[config.mk]
export PLATFORM = sky130hd
export DESIGN_NAME = gray_sync_mc
export DESIGN_NICKNAME = d
export VERILOG_FILES = /design/src/rtl/sync_pkg.sv /design/src/rtl/FFchain.sv /design/src/rtl/gray_sync_mc.sv
export SDC_FILE = /design/constraint.sdc
export NUM_CORES = 1
export LEC_CHECK = 0
export CELL_PAD_IN_SITES_DETAIL_PLACEMENT = 0
export CELL_PAD_IN_SITES_GLOBAL_PLACEMENT = 1
export CORE_MARGIN = 2
export CORE_UTILIZATION = 43
export DETAILED_ROUTE_END_ITERATION = 16
export GPL_TIMING_DRIVEN = 0
export HOLD_SLACK_MARGIN = 0.06
export PLACE_DENSITY_LB_ADDON = 0.1
export SYNTH_ARGS = -nofsm -noshare
export SYNTH_HDL_FRONTEND = slang
export SYNTH_SLANG_ARGS = --single-unit
export TNS_END_PERCENT = 5
[constraint.sdc]
create_clock -name clk_i -period 3.7 [get_ports clk_i]
set_input_delay 0.74 -clock clk_i [delete_from_list [all_inputs] [get_ports clk_i]]
set_output_delay 0.74 -clock clk_i [all_outputs]
set_load 0.005 [all_outputs]
[src/rtl/sync_pkg.sv]
// Shared Gray/binary conversion and sizing helpers for the synchronizer slice.
// Conversions work on a 64-bit word; zero-extended narrower values convert correctly.
package sync_pkg;

   localparam int unsigned SYNC_MAXW = 64;
   typedef logic [SYNC_MAXW-1:0] sync_word_t;

   function automatic int unsigned clog2(input int unsigned v);
      int unsigned r;
      r = 0;
      while ((64'd1 << r) < 64'(v)) r++;
      return r;
   endfunction

   function automatic sync_word_t bin2gray(input sync_word_t b);
      return b ^ (b >> 1);
   endfunction

   function automatic sync_word_t gray2bin(input sync_word_t g);
      sync_word_t b;
      b[SYNC_MAXW-1] = g[SYNC_MAXW-1];
      for (int unsigned i = SYNC_MAXW-1; i > 0; i--) b[i-1] = b[i] ^ g[i-1];
      return b;
   endfunction

endpackage

[src/rtl/FFchain.sv]
// DEPTH-stage flip-flop synchronizer chain with async active-high reset.
module FFchain #(
   parameter int unsigned WIDTH = 8,
   parameter int unsigned DEPTH = 2
) (
   input  logic             clk_i,
   input  logic             rst_i,
   input  logic             ena_i,
   input  logic [WIDTH-1:0] d_i,
   output logic [WIDTH-1:0] q_o
);

   logic [WIDTH-1:0] r_stage [DEPTH];

   always_ff @(posedge clk_i or posedge rst_i) begin
      if (rst_i) begin
         for (int unsigned i = 0; i < DEPTH; i++) r_stage[i] <= '0;
      end else if (ena_i) begin
         r_stage[0] <= d_i;
         for (int unsigned i = 1; i < DEPTH; i++) r_stage[i] <= r_stage[i-1];
      end
   end

   assign q_o = r_stage[DEPTH-1];

endmodule

[src/rtl/gray_sync_mc.sv]
// Multi-channel Gray-code synchronizer: registered binary outputs, fill-based valid,
// per-channel change strobes and sticky step-violation flags.
module gray_sync_mc
   import sync_pkg::*;
#(
   parameter int unsigned WIDTH    = 8,
   parameter int unsigned DEPTH    = 2,
   parameter int unsigned CHANNELS = 1,
   parameter bit          IN_GRAY  = 1'b0,
   parameter int unsigned MAXSTEP  = 1
) (
   input  logic                      clk_i,
   input  logic                      rst_i,
   input  logic [CHANNELS*WIDTH-1:0] data_i,
   input  logic                      clr_i,
   output logic [CHANNELS*WIDTH-1:0] data_o,
   output logic                      valid_o,
   output logic [CHANNELS-1:0]       chg_o,
   output logic [CHANNELS-1:0]       err_o
);

   localparam int unsigned TOTAL_W = CHANNELS * WIDTH;
   localparam int unsigned FILL_W  = clog2(DEPTH + 2);

   logic [TOTAL_W-1:0] w_gray;
   logic [TOTAL_W-1:0] w_sync;
   logic [FILL_W-1:0]  r_fill;
   logic               r_valid;

   FFchain #(
      .WIDTH(TOTAL_W),
      .DEPTH(DEPTH)
   ) u_chain (
      .clk_i(clk_i),
      .rst_i(rst_i),
      .ena_i(1'b1),
      .d_i  (w_gray),
      .q_o  (w_sync)
   );

   // Valid rises on the edge that loads the first fully synchronized sample.
   always_ff @(posedge clk_i or posedge rst_i) begin
      if (rst_i) begin
         r_fill  <= '0;
         r_valid <= 1'b0;
      end else begin
         if (r_fill != FILL_W'(DEPTH + 1)) r_fill <= r_fill + FILL_W'(1);
         r_valid <= (r_fill >= FILL_W'(DEPTH)) || r_valid;
      end
   end

   assign valid_o = r_valid;

   for (genvar n = 0; n < CHANNELS; n++) begin : g_ch
      logic [WIDTH-1:0] w_cur;
      logic [WIDTH-1:0] w_fwd;
      logic [WIDTH-1:0] w_back;
      logic             w_viol;
      logic [WIDTH-1:0] r_data;
      logic             r_chg;
      logic             r_err;

      if (IN_GRAY) begin : g_gin
         assign w_gray[n*WIDTH +: WIDTH] = data_i[n*WIDTH +: WIDTH];
      end else begin : g_bin
         assign w_gray[n*WIDTH +: WIDTH] = WIDTH'(bin2gray(SYNC_MAXW'(data_i[n*WIDTH +: WIDTH])));
      end

      // Modular distance both ways; min(fwd, back) > MAXSTEP <=> both exceed it.
      always_comb begin
         w_cur  = WIDTH'(gray2bin(SYNC_MAXW'(w_sync[n*WIDTH +: WIDTH])));
         w_fwd  = w_cur - r_data;
         w_back = r_data - w_cur;
         w_viol = (SYNC_MAXW'(w_fwd) > SYNC_MAXW'(MAXSTEP)) &&
                  (SYNC_MAXW'(w_back) > SYNC_MAXW'(MAXSTEP));
      end

      always_ff @(posedge clk_i or posedge rst_i) begin
         if (rst_i) begin
            r_data <= '0;
            r_chg  <= 1'b0;
            r_err  <= 1'b0;
         end else begin
            r_data <= w_cur;
            r_chg  <= r_valid && (w_cur != r_data);
            if (r_valid && w_viol) r_err <= 1'b1;
            else if (clr_i)        r_err <= 1'b0;
         end
      end

      assign data_o[n*WIDTH +: WIDTH] = r_data;
      assign chg_o[n]                 = r_chg;
      assign err_o[n]                 = r_err;
   end

endmodule
==> results.py <==
metrics = {
    "clocking": {
        "clk_latency_ns": 0.28,
        "cts.sinks": 29,
        "cts_resized": 0,
        "postCtsHoldBufs": 0,
        "cts_root_buffer": "clkbuf_8",
        "clkTransAtPathRegs_ns": 0.06,
        "h-tree-depth": 2,
        "cts_tree": "yes",
        "cts_setup_buffers": 0,
        "cts_buffers": 5,
        "clockBufferDepth": 2,
    },
    "global_routing": {
        "grt_first_pass_wirelength_mm": 5.24,
        "grt_pass1_vias": 1159,
        "antenna_found_initial": 0,
        "overflow": 0,
        "grt_max_degree": 30,
        "grt_usage": 0.160,
    },
    "floorplanning": {
        "dieWidth_um": 66.6,
        "start_util": 0.453,
        "die_h_um": 66.6,
        "core-area_mm2": 0.00372,
        "dieArea_mm2": 0.00443,
        "rows": 22,
        "num_io_pins": 22,
    },
    "critical_path": {
        "max_stage_delay_ns": 0.55,
        "r2r_end": "err_o",
        "cp_num_buf_inv": 1,
        "worstReg2RegStart": "u_chain.q_o[7]",
        "r2r_cells": 13,
        "reg2reg_slack_ns": 0.41,
        "arrival_ns": 3.45,
        "cp-start-kind": "flop",
        "criticalPathCategory": "reg2reg",
        "worstSetupEndpointType": "flop",
        "cpLargestDelayFamily": "XOR/XNOR gates",
        "worstPathRequired_ns": 3.85,
        "worstPathCellList": "xor2_2, xnor3_2, xor2_1, ha_1, inv_1, fa_1, xor2_1, nor3_1, o221ai_1, a31oi_1, nand4_1, o21ai_0, a31oi_1",
        "crit_fanout": 5,
        "critical_path.slowest_cell": "xnor3_2",
    },
    "sta": {
        "tightest_slew_ns": 1.08,
        "final-hold-violation-count": 0,
        "maxSlewHeadroom": 0.282,
        "setup_tns_ns": 0,
        "setup_viol": 0,
        "fmax_mhz": 304,
        "rsz0062_at_grt": "false",
        "slew_viol_final": 0,
        "period_share": 0.890,
        "fin_crit_ns": 3.29,
        "skew_ns": 0.00299,
        "whs_ns": 0.346,
    },
    "detailed_routing": {
        "dr_wl_met2_mm": 1.49,
        "vias": 1160,
        "wl_per_cell_um": 12.9,
        "firstDrtPassIters": 4,
        "viasPerCell": 4.96,
        "drtAntennaViolNets": 0,
        "wl_met1_mm": 1.37,
        "wl_mm": 3.02,
        "highest_layer": "met4",
        "wl_met3_um": 106,
        "drt_iter0_markers": 54,
        "drcViolationCount": 0,
    },
    "cells_and_area": {
        "final_cell_area_mm2": 0.00207,
        "multi_input_area_um2": 831,
        "nets": 210,
        "layout.cells.most_common": "dfrtp_1",
        "diodes": 0,
        "drive_gt1_frac": 0.0968,
        "mostFrequentLayoutCells": "29 x dfrtp_1, 28 x inv_1, 21 x clkdlybuf4s50_1",
        "layout.area.seq_um2": 726,
        "area_growth_pct": 23.2,
        "fillerInstances": 336,
    },
    "job": {
        "maxCapViolCount": 0,
    },
    "synth": {
        "syn-num-nets": 182,
        "yosysUniqueCellTypes": 41,
        "synthCells": 157,
        "netlist_area_mm2": 0.00168,
        "postSynthAreaPerCell_um2": 10.7,
        "yosysSeqAreaShare": 0.431,
        "synth_seq_cells": 29,
        "synth_warnings": 0,
    },
    "place": {
        "dpl.hpwl_mm": 2.32,
        "io_buffers": 21,
        "gp_congestion": 0.831,
        "placed_area_mm2": 0.00195,
    },
    "worst_hold_path": {
        "min_from": "u_chain.r_stage[8]",
        "worstHoldEndpoint": "u_chain.q_o[0]",
        "hold_depth": 0,
        "hold_path_class": "reg2reg",
    },
    "run_status": {
        "status": "finished clean",
    },
    "power": {
        "power_density_mw_per_mm2": 843,
        "ir_drop_uv": 425,
        "p_leak_uw": 0.000976,
    },
}
-- cell usage after synthesis --
| library cell | instances | area, um^2 |
|---|---|---|
| and2b_1 | 1 | 7.51 |
| o221ai_1 | 1 | 8.76 |
| xnor3_1 | 1 | 22.5 |
| o31ai_1 | 1 | 7.51 |
| nor2_1 | 5 | 18.8 |
| a31oi_1 | 2 | 12.5 |
| nor2b_1 | 1 | 6.26 |
| a211oi_1 | 1 | 7.51 |
| nor3b_1 | 1 | 7.51 |
| mux2i_1 | 2 | 20.0 |
| inv_1 | 28 | 105 |
| a21oi_1 | 4 | 20.0 |
| nand3_1 | 3 | 15.0 |
| o21ai_2 | 1 | 8.76 |
| xor2_1 | 10 | 87.6 |
| a221oi_1 | 3 | 26.3 |
| or3_1 | 1 | 6.26 |
| a221oi_2 | 1 | 15.0 |
| clkbuf_1 | 3 | 11.3 |
| nand3b_1 | 1 | 7.51 |
| nand2_1 | 5 | 18.8 |
| a21oi_4 | 1 | 16.3 |
| a211o_1 | 1 | 8.76 |
| nand2_2 | 1 | 6.26 |
| ha_1 | 13 | 163 |
| o21bai_1 | 1 | 7.51 |
| xor2_2 | 1 | 16.3 |
| a2111oi_0 | 2 | 17.5 |
| xnor2_1 | 11 | 96.3 |
| nand4_1 | 2 | 12.5 |
| a21o_1 | 1 | 7.51 |
| nor3_1 | 3 | 15.0 |
| o31a_1 | 2 | 17.5 |
| or2_2 | 1 | 6.26 |
| buf_6 | 1 | 11.3 |
| fa_1 | 1 | 20.0 |
| dfrtp_1 | 29 | 726 |
| xnor3_2 | 2 | 47.6 |
| o21ai_0 | 6 | 30.0 |
| and4b_2 | 1 | 11.3 |
| a22oi_1 | 1 | 7.51 |
-- final cells by class --
cell class,count,area share
repair buffers,21,0.101
multi-input cells,96,0.400
flip-flops and latches,29,0.350
clock inverters,2,0.0181
well taps,48,0.0290
clock buffers,6,0.0398
inverters,28,0.0507
plain buffers,4,0.0109
-- metal layers --
| metal | GRT usage | vias up |
|---|---|---|
| met3 | 0.0338 | 5 |
| met2 | 0.271 | 27 |
| met4 | 0.0765 | 0 |
| met5 | 0 | - |
| met1 | 0.194 | 547 |
| li1 | - | 581 |
-- worst max-delay path by stage --
stage,start,to,slack (ns),depth (start not counted)
detailed placement,u_chain.q_o[7],err_o,0.43,13
global placement,u_chain.q_o[7],err_o,0.46,13
CTS,u_chain.q_o[7],err_o,0.43,13
global route,u_chain.q_o[7],err_o,0.19,13
floorplan,u_chain.q_o[7],err_o,0.84,12
finish,u_chain.q_o[7],err_o,0.41,13
-- state kept, by name (all words and copies together) (netlist names) --
signal / cells
data_o: 8
u_chain.q_o: 8
u_chain.r_stage: 8
r_fill: 2
chg_o: 1
err_o: 1
valid_o: 1
-- where the power goes --
part / internal [uW] / switching, uW / leakage [uW]
combinational: 453 / 543 / 0.000596
sequential: 367 / 42.4 / 0.000323
clock: 219 / 124 / 0.0000574
total: 1040 / 709 / 0.000976
-- worst reg2reg max path, stage by stage (launching register included) --
cell      delay (ns)
dfrtp_1         0.43
xor2_2          0.28
xnor3_2         0.55
xor2_1          0.21
ha_1            0.19
inv_1           0.06
fa_1            0.40
xor2_1          0.17
nor3_1          0.24
o221ai_1        0.17
a31oi_1         0.18
nand4_1         0.12
o21ai_0         0.09
a31oi_1         0.06
-- per-stage QoR --
stage	total power, uW	setup WS, ns	std cells	util
global placement	1380	0.457	226	0.526
finish	1750	0.407	234	0.558
detailed placement	1400	0.432	226	0.526
global route	1900	0.189	234	0.558
CTS	1760	0.426	234	0.558
floorplan	1150	0.844	157	-
-- kinds of logic after synthesis --
logic type                 count (synthesis)  synth area share
adders and majority gates                 14             0.108
xor gates and xnor gates                  25             0.160
buffers and inverters                     32            0.0758
muxes                                      2            0.0119
DFF                                       29             0.431
AOI/OAI and AO/OA                         29             0.130
and+or+nand+nor                           26            0.0825
Note: power is estimated with default switching activity, not from simulation.
